File: src/rtl/axis_burst_fifo.sv
// Synchronous FIFO with combinational head read, used to queue beats (data plus last flag)
// between the staging register and the output serialiser.
module axis_burst_fifo #(
  parameter int unsigned WIDTH      = 129,
  parameter int unsigned DEPTH_LOG2 = 4
) (
  input  logic                  aclk,
  input  logic                  areset,
  input  logic                  push,
  input  logic [WIDTH-1:0]      wdata,
  input  logic                  pop,
  output logic [WIDTH-1:0]      rdata,
  output logic                  full,
  output logic                  empty,
  output logic [DEPTH_LOG2:0]   count
);

  localparam int unsigned DEPTH = 2 ** DEPTH_LOG2;
  localparam logic [DEPTH_LOG2:0] DEPTH_CNT = (DEPTH_LOG2 + 1)'(DEPTH);

  logic [WIDTH-1:0]      mem_q [DEPTH];
  logic [DEPTH_LOG2-1:0] wr_ptr_q, rd_ptr_q;
  logic [DEPTH_LOG2:0]   count_q;

  always_ff @(posedge aclk) begin
    if (push) begin
      mem_q[wr_ptr_q] <= wdata;
    end
  end

  always_ff @(posedge aclk) begin
    if (areset) begin
      wr_ptr_q <= '0;
      rd_ptr_q <= '0;
      count_q  <= '0;
    end else begin
      if (push) wr_ptr_q <= wr_ptr_q + 1'b1;
      if (pop)  rd_ptr_q <= rd_ptr_q + 1'b1;
      if (push && !pop) begin
        count_q <= count_q + 1'b1;
      end else if (pop && !push) begin
        count_q <= count_q - 1'b1;
      end
    end
  end

  assign rdata = mem_q[rd_ptr_q];
  assign full  = (count_q == DEPTH_CNT);
  assign empty = (count_q == '0);
  assign count = count_q;

endmodule

File: src/rtl/axis_burst_serializer.sv
// Absorbs non-stallable 128-bit bursts, queues them, and serialises each beat into narrower
// AXI4-Stream words with tlast on the final word of each burst. Overflow drops beats.
module axis_burst_serializer #(
  parameter int unsigned IN_WIDTH   = 128,
  parameter int unsigned OUT_WIDTH  = 32,
  parameter int unsigned DEPTH_LOG2 = 4
) (
  input  logic                  aclk,
  input  logic                  areset,
  input  logic [IN_WIDTH-1:0]   s_axis_tdata,
  input  logic                  s_axis_tvalid,
  output logic [OUT_WIDTH-1:0]  m_axis_tdata,
  output logic                  m_axis_tvalid,
  input  logic                  m_axis_tready,
  output logic                  m_axis_tlast,
  input  logic                  clr,
  output logic                  overflow,
  output logic [15:0]           drop_cnt,
  output logic [DEPTH_LOG2:0]   fill
);

  localparam int unsigned RATIO = IN_WIDTH / OUT_WIDTH;
  localparam int unsigned IDX_W = (RATIO > 1) ? $clog2(RATIO) : 1;
  localparam int unsigned DEPTH = 2 ** DEPTH_LOG2;
  localparam logic [IDX_W-1:0] LAST_IDX = IDX_W'(RATIO - 1);

  // Staging register: a beat's last flag is only known one cycle later.
  logic                stage_valid_q;
  logic [IN_WIDTH-1:0] stage_data_q;

  logic                fifo_push, fifo_pop, fifo_full, fifo_empty, drop;
  logic [IN_WIDTH:0]   fifo_rdata;

  logic                out_valid_q, out_valid_d;
  logic [IN_WIDTH-1:0] out_data_q, out_data_d;
  logic                out_last_q, out_last_d;
  logic [IDX_W-1:0]    idx_q, idx_d;

  logic                overflow_q;
  logic [15:0]         drop_cnt_q;

  logic [RATIO-1:0][OUT_WIDTH-1:0] out_words;

  always_ff @(posedge aclk) begin
    if (areset) begin
      stage_valid_q <= 1'b0;
      stage_data_q  <= '0;
    end else begin
      stage_valid_q <= s_axis_tvalid;
      stage_data_q  <= s_axis_tdata;
    end
  end

  // Full is judged on the registered count, so a same-cycle pop cannot rescue a commit.
  assign fifo_push = stage_valid_q & ~fifo_full;
  assign drop      = stage_valid_q & fifo_full;

  axis_burst_fifo #(
    .WIDTH      (IN_WIDTH + 1),
    .DEPTH_LOG2 (DEPTH_LOG2)
  ) u_fifo (
    .aclk   (aclk),
    .areset (areset),
    .push   (fifo_push),
    .wdata  ({~s_axis_tvalid, stage_data_q}),
    .pop    (fifo_pop),
    .rdata  (fifo_rdata),
    .full   (fifo_full),
    .empty  (fifo_empty),
    .count  (fill)
  );

  always_comb begin
    out_valid_d = out_valid_q;
    out_data_d  = out_data_q;
    out_last_d  = out_last_q;
    idx_d       = idx_q;
    fifo_pop    = 1'b0;
    if (!out_valid_q || (m_axis_tready && idx_q == LAST_IDX)) begin
      if (!fifo_empty) begin
        fifo_pop    = 1'b1;
        out_valid_d = 1'b1;
        out_data_d  = fifo_rdata[IN_WIDTH-1:0];
        out_last_d  = fifo_rdata[IN_WIDTH];
        idx_d       = '0;
      end else begin
        out_valid_d = 1'b0;
      end
    end else if (m_axis_tready) begin
      idx_d = idx_q + 1'b1;
    end
  end

  always_ff @(posedge aclk) begin
    if (areset) begin
      out_valid_q <= 1'b0;
      out_data_q  <= '0;
      out_last_q  <= 1'b0;
      idx_q       <= '0;
    end else begin
      out_valid_q <= out_valid_d;
      out_data_q  <= out_data_d;
      out_last_q  <= out_last_d;
      idx_q       <= idx_d;
    end
  end

  // A drop takes precedence over a coincident clear.
  always_ff @(posedge aclk) begin
    if (areset) begin
      overflow_q <= 1'b0;
      drop_cnt_q <= '0;
    end else if (drop) begin
      overflow_q <= 1'b1;
      if (clr) begin
        drop_cnt_q <= 16'd1;
      end else if (drop_cnt_q != 16'hFFFF) begin
        drop_cnt_q <= drop_cnt_q + 16'd1;
      end
    end else if (clr) begin
      overflow_q <= 1'b0;
      drop_cnt_q <= '0;
    end
  end

  assign out_words     = out_data_q;
  assign m_axis_tdata  = out_words[idx_q];
  assign m_axis_tvalid = out_valid_q;
  assign m_axis_tlast  = out_last_q & (idx_q == LAST_IDX);
  assign overflow      = overflow_q;
  assign drop_cnt      = drop_cnt_q;

endmodule

File: config.mk
export PLATFORM = sky130hd
export DESIGN_NAME = axis_burst_serializer
export DESIGN_NICKNAME = d
export VERILOG_FILES = /design/src/rtl/axis_burst_fifo.sv /design/src/rtl/axis_burst_serializer.sv
export SDC_FILE = /design/constraint.sdc
export NUM_CORES = 2
export LEC_CHECK = 0
export BUFFER_PORTS_ARGS = -buffer_cell sky130_fd_sc_hd__buf_2
export CAP_MARGIN = 20
export CELL_PAD_IN_SITES_DETAIL_PLACEMENT = 1
export CELL_PAD_IN_SITES_GLOBAL_PLACEMENT = 2
export CORE_ASPECT_RATIO = 0.6
export CORE_MARGIN = 4
export CORE_UTILIZATION = 54
export CTS_BUF_LIST = sky130_fd_sc_hd__clkbuf_16
export DETAILED_ROUTE_END_ITERATION = 16
export MAX_ROUTING_LAYER = met4
export PLACE_DENSITY_LB_ADDON = 0.3
export REMOVE_ABC_BUFFERS = 1
export SLEW_MARGIN = 10
export SYNTH_ARGS = -nofsm -noshare
export SYNTH_HDL_FRONTEND = slang
export SYNTH_SLANG_ARGS = --single-unit
File: constraint.sdc
create_clock -name aclk -period 32 [get_ports aclk]
set_input_delay 6.4 -clock aclk [delete_from_list [all_inputs] [get_ports aclk]]
set_output_delay 6.4 -clock aclk [all_outputs]
set_load 0.03 [all_outputs]
==> out/summary.txt <==
Die height - 319 um
Endpoint of the worst hold path - out_data_q[127]
Total Wirelength - 216 mm
DR WL/cell - 33.1 um
Worst r2r src - u_fifo.count[0]
# Post-CTS Setup Buffers - 0
DRC Markers - 0
Commonest non-fill, non-tap cell in the layout - edfxtp_1
Status - completed
Leakage power - 30.6 nW
Max-Cap Viols - 0
Layout area overhead - 11.5%
Placed cell count - 6150
Worst Path Max Fanout - 19
RSZ-0062 raised after global routing - false
Fin cells - 6540
GP Congestion - 0.761
Max VDD drop - 0.0686 mV
Hold-fix buffers at CTS - 0
Synth top area cells - edfxtp_1, mux4_2, dfxtp_1
Final nets - 4374
Remaining antenna violation count after routing - 0
CTS tree - done
Root buffer cell - clkbuf_16
Syn avg cell area - 21.9 um^2
Sequential area share after synthesis - 77.7%
DR iter-0 viols - 5240
Largest net degree at the start of global routing - 102
Pwr Density - 73.9 nW/um^2
Worst Tran Pin Value - 1.11 ns
Setup violators final - 0
Commonest cells after routing, fill and taps aside - edfxtp_1, mux4_2, dfxtp_1
Mapped cell area - 87200 um^2
First-pass GRT wire length - 316 mm
Worst min-delay path category - reg2reg
Ys Warns - 0
Clock tree buffer depth - 3
Netlist cell types - 46
I/O Buffers - 188
Buffers plus inverters on the worst setup path - 2
Global route overflow - 0
Die Wd - 527 um
Critical path class - reg2out
Hold Startpoint - out_data_q[127]
Worst setup path startpoint - idx_q[0]
DRT Pass-1 Iters - 6
IO Count - 189
Number of flops mapped to enable cells by yosys - 2064
Worst skew pair latency - 0.83 ns
Crit end category - primary output
Min Hold Slack - 0.484 ns
Row Count - 113
Layout cell share with drive strength beyond 1 - 25.9%
Type of origin of the critical path - flip-flop
FF-to-FF End - u_fifo.mem_q[11][66]
Vias - 41900
Top FF cell, synth - edfxtp_1
Die area - 168000 um^2
Yosys reg bits - 2355
Max Clock Skew - 0.0278 ns
Gate Count Post-Synth - 3986
Detailed placer's ending HPWL - 108 mm
Delay of the slowest critical-path stage - 0.72 ns
DR vias/cell - 6.41
CP required - 25.60 ns
Starting Density - 54.7%
Setup TNS - 0 ns
Fin crit share - 29.8%
Maximum clock frequency - 105 MHz
Core area - 159000 um^2
Vias in the first global route - 44400
Async S/R FF share, synth - 0%
Clock transition at path regs - 0.07 ns
Cell Chain, Critical Path - buf_4, mux4_2, buf_2
Arr. time, crit path - 3.14 ns
R2r setup slk - 26.59 ns
PostCTS Resize Cnt - 0
Reg2reg path depth - 7
H-tree depth - 4
GRT Total Usage - 26.7%
Clock sink count - 2355
Final Hold Vio Count - 0
Hold path depth - 1
Antenna violations before repair - 8
Levels on crit path - 3
Tmin final - 9.54 ns
Num CTS Buffers - 202
Relative slew slack - 26.1%
Crit-path leading delay family - buffers and inverters
Final Max Slew Viols - 0
Cell taking the most area after synthesis - edfxtp_1
Share of the synthesized area in the top cell type - 71.1%
Slowest CP cell - dfxtp_4
## logic make-up (layout without fill, tap and decap cells)
family | after synthesis | in the layout | share of synthesized area [%]
muxes | 689 | 689 | 15.8
and+or+nand+nor | 249 | 249 | 1.58
adders and majority gates | 12 | 12 | 0.181
other | 0 | 3 | 0
AOI/OAI and AO/OA | 418 | 418 | 3.36
DFF | 2355 | 2355 | 77.7
xor gates and xnor gates | 16 | 16 | 0.161
buffers and inverters | 247 | 671 | 1.21
## registers in the layout (all words and copies together), names as in the netlist
signal,count
stage_valid_q,1
overflow,1
stage_data_q,128
u_fifo.rd_ptr_q,4
out_data_q,128
idx_q,2
u_fifo.wr_ptr_q,4
u_fifo.count,5
drop_cnt,16
out_last_q,1
u_fifo.mem_q,2064
m_axis_tvalid,1
## power by group
group	total, mW	internal, mW	switching (mW)	leakage, nW
logic	1.17	0.566	0.606	5.90
registers	3.58	3.45	0.126	21.3
clock network	2.44	1.34	1.10	3.42
total	7.19	5.36	1.83	30.6
## per-layer routing
metal / wire, um / GRT usage, %
met3: 14800 / 4.00
met1: 91200 / 38.0
met2: 105000 / 41.5
met5: 0 / -
met4: 4920 / 6.88
## through the flow
stage          worst slack, ns  power, mW  instance area [um^2]  util (%)
2_1_floorplan             9.72       5.22                 86200         -
3_3_place_gp             22.94       4.78                 90700      56.9
3_5_place_dp             22.89       4.82                 90700      56.9
4_1_cts                  22.36       7.25                 97200      61.0
5_1_grt                  22.34       7.48                 97300      61.1
6_report                 22.46       7.19                 97300      61.1
## synthesized netlist by cell type (10+ instances only)
cell type,count
nor2_1,41
a21oi_1,25
edfxtp_1,2064
mux2i_1,131
a22oi_1,122
o211ai_1,13
ha_1,11
nand2_1,39
dfxtp_1,291
inv_1,14
mux4_2,548
nor2b_1,131
xor2_1,12
mux2_2,10
a22o_1,120
buf_2,100
o21ai_0,125
clkbuf_1,110
buf_1,22
## how the worst max path moves through the flow
stage / to / slack [ns]
floorplan: out_data_q[101] / 9.72
global placement: u_fifo.count[4] / 22.94
detailed placement: u_fifo.count[4] / 22.89
CTS: m_axis_tdata[21] / 22.36
global route: m_axis_tdata[14] / 22.34
finish: m_axis_tdata[14] / 22.46
## layout make-up
| class | instances | area [um^2] |
|---|---|---|
| diodes | 3 | 7.51 |
| clock buffers | 209 | 5230 |
| clock inverters | 176 | 1320 |
| fillers | 12900 | 62000 |
| inverters | 14 | 52.6 |
| multi-input cells | 1384 | 18500 |
| flip-flops and latches | 2355 | 67800 |
| well taps | 2127 | 2660 |
| repair buffers | 272 | 1700 |
## worst reg2reg max path, delay by kind of cell, from the launching register on
kind / cells / cell delay, ns
flops: 1 / 0.51
compound gates: 1 / 0.68
simple gates: 3 / 1.47
buf+inv: 3 / 2.33
No activity file was read; power rests on OpenSTA's default activity.
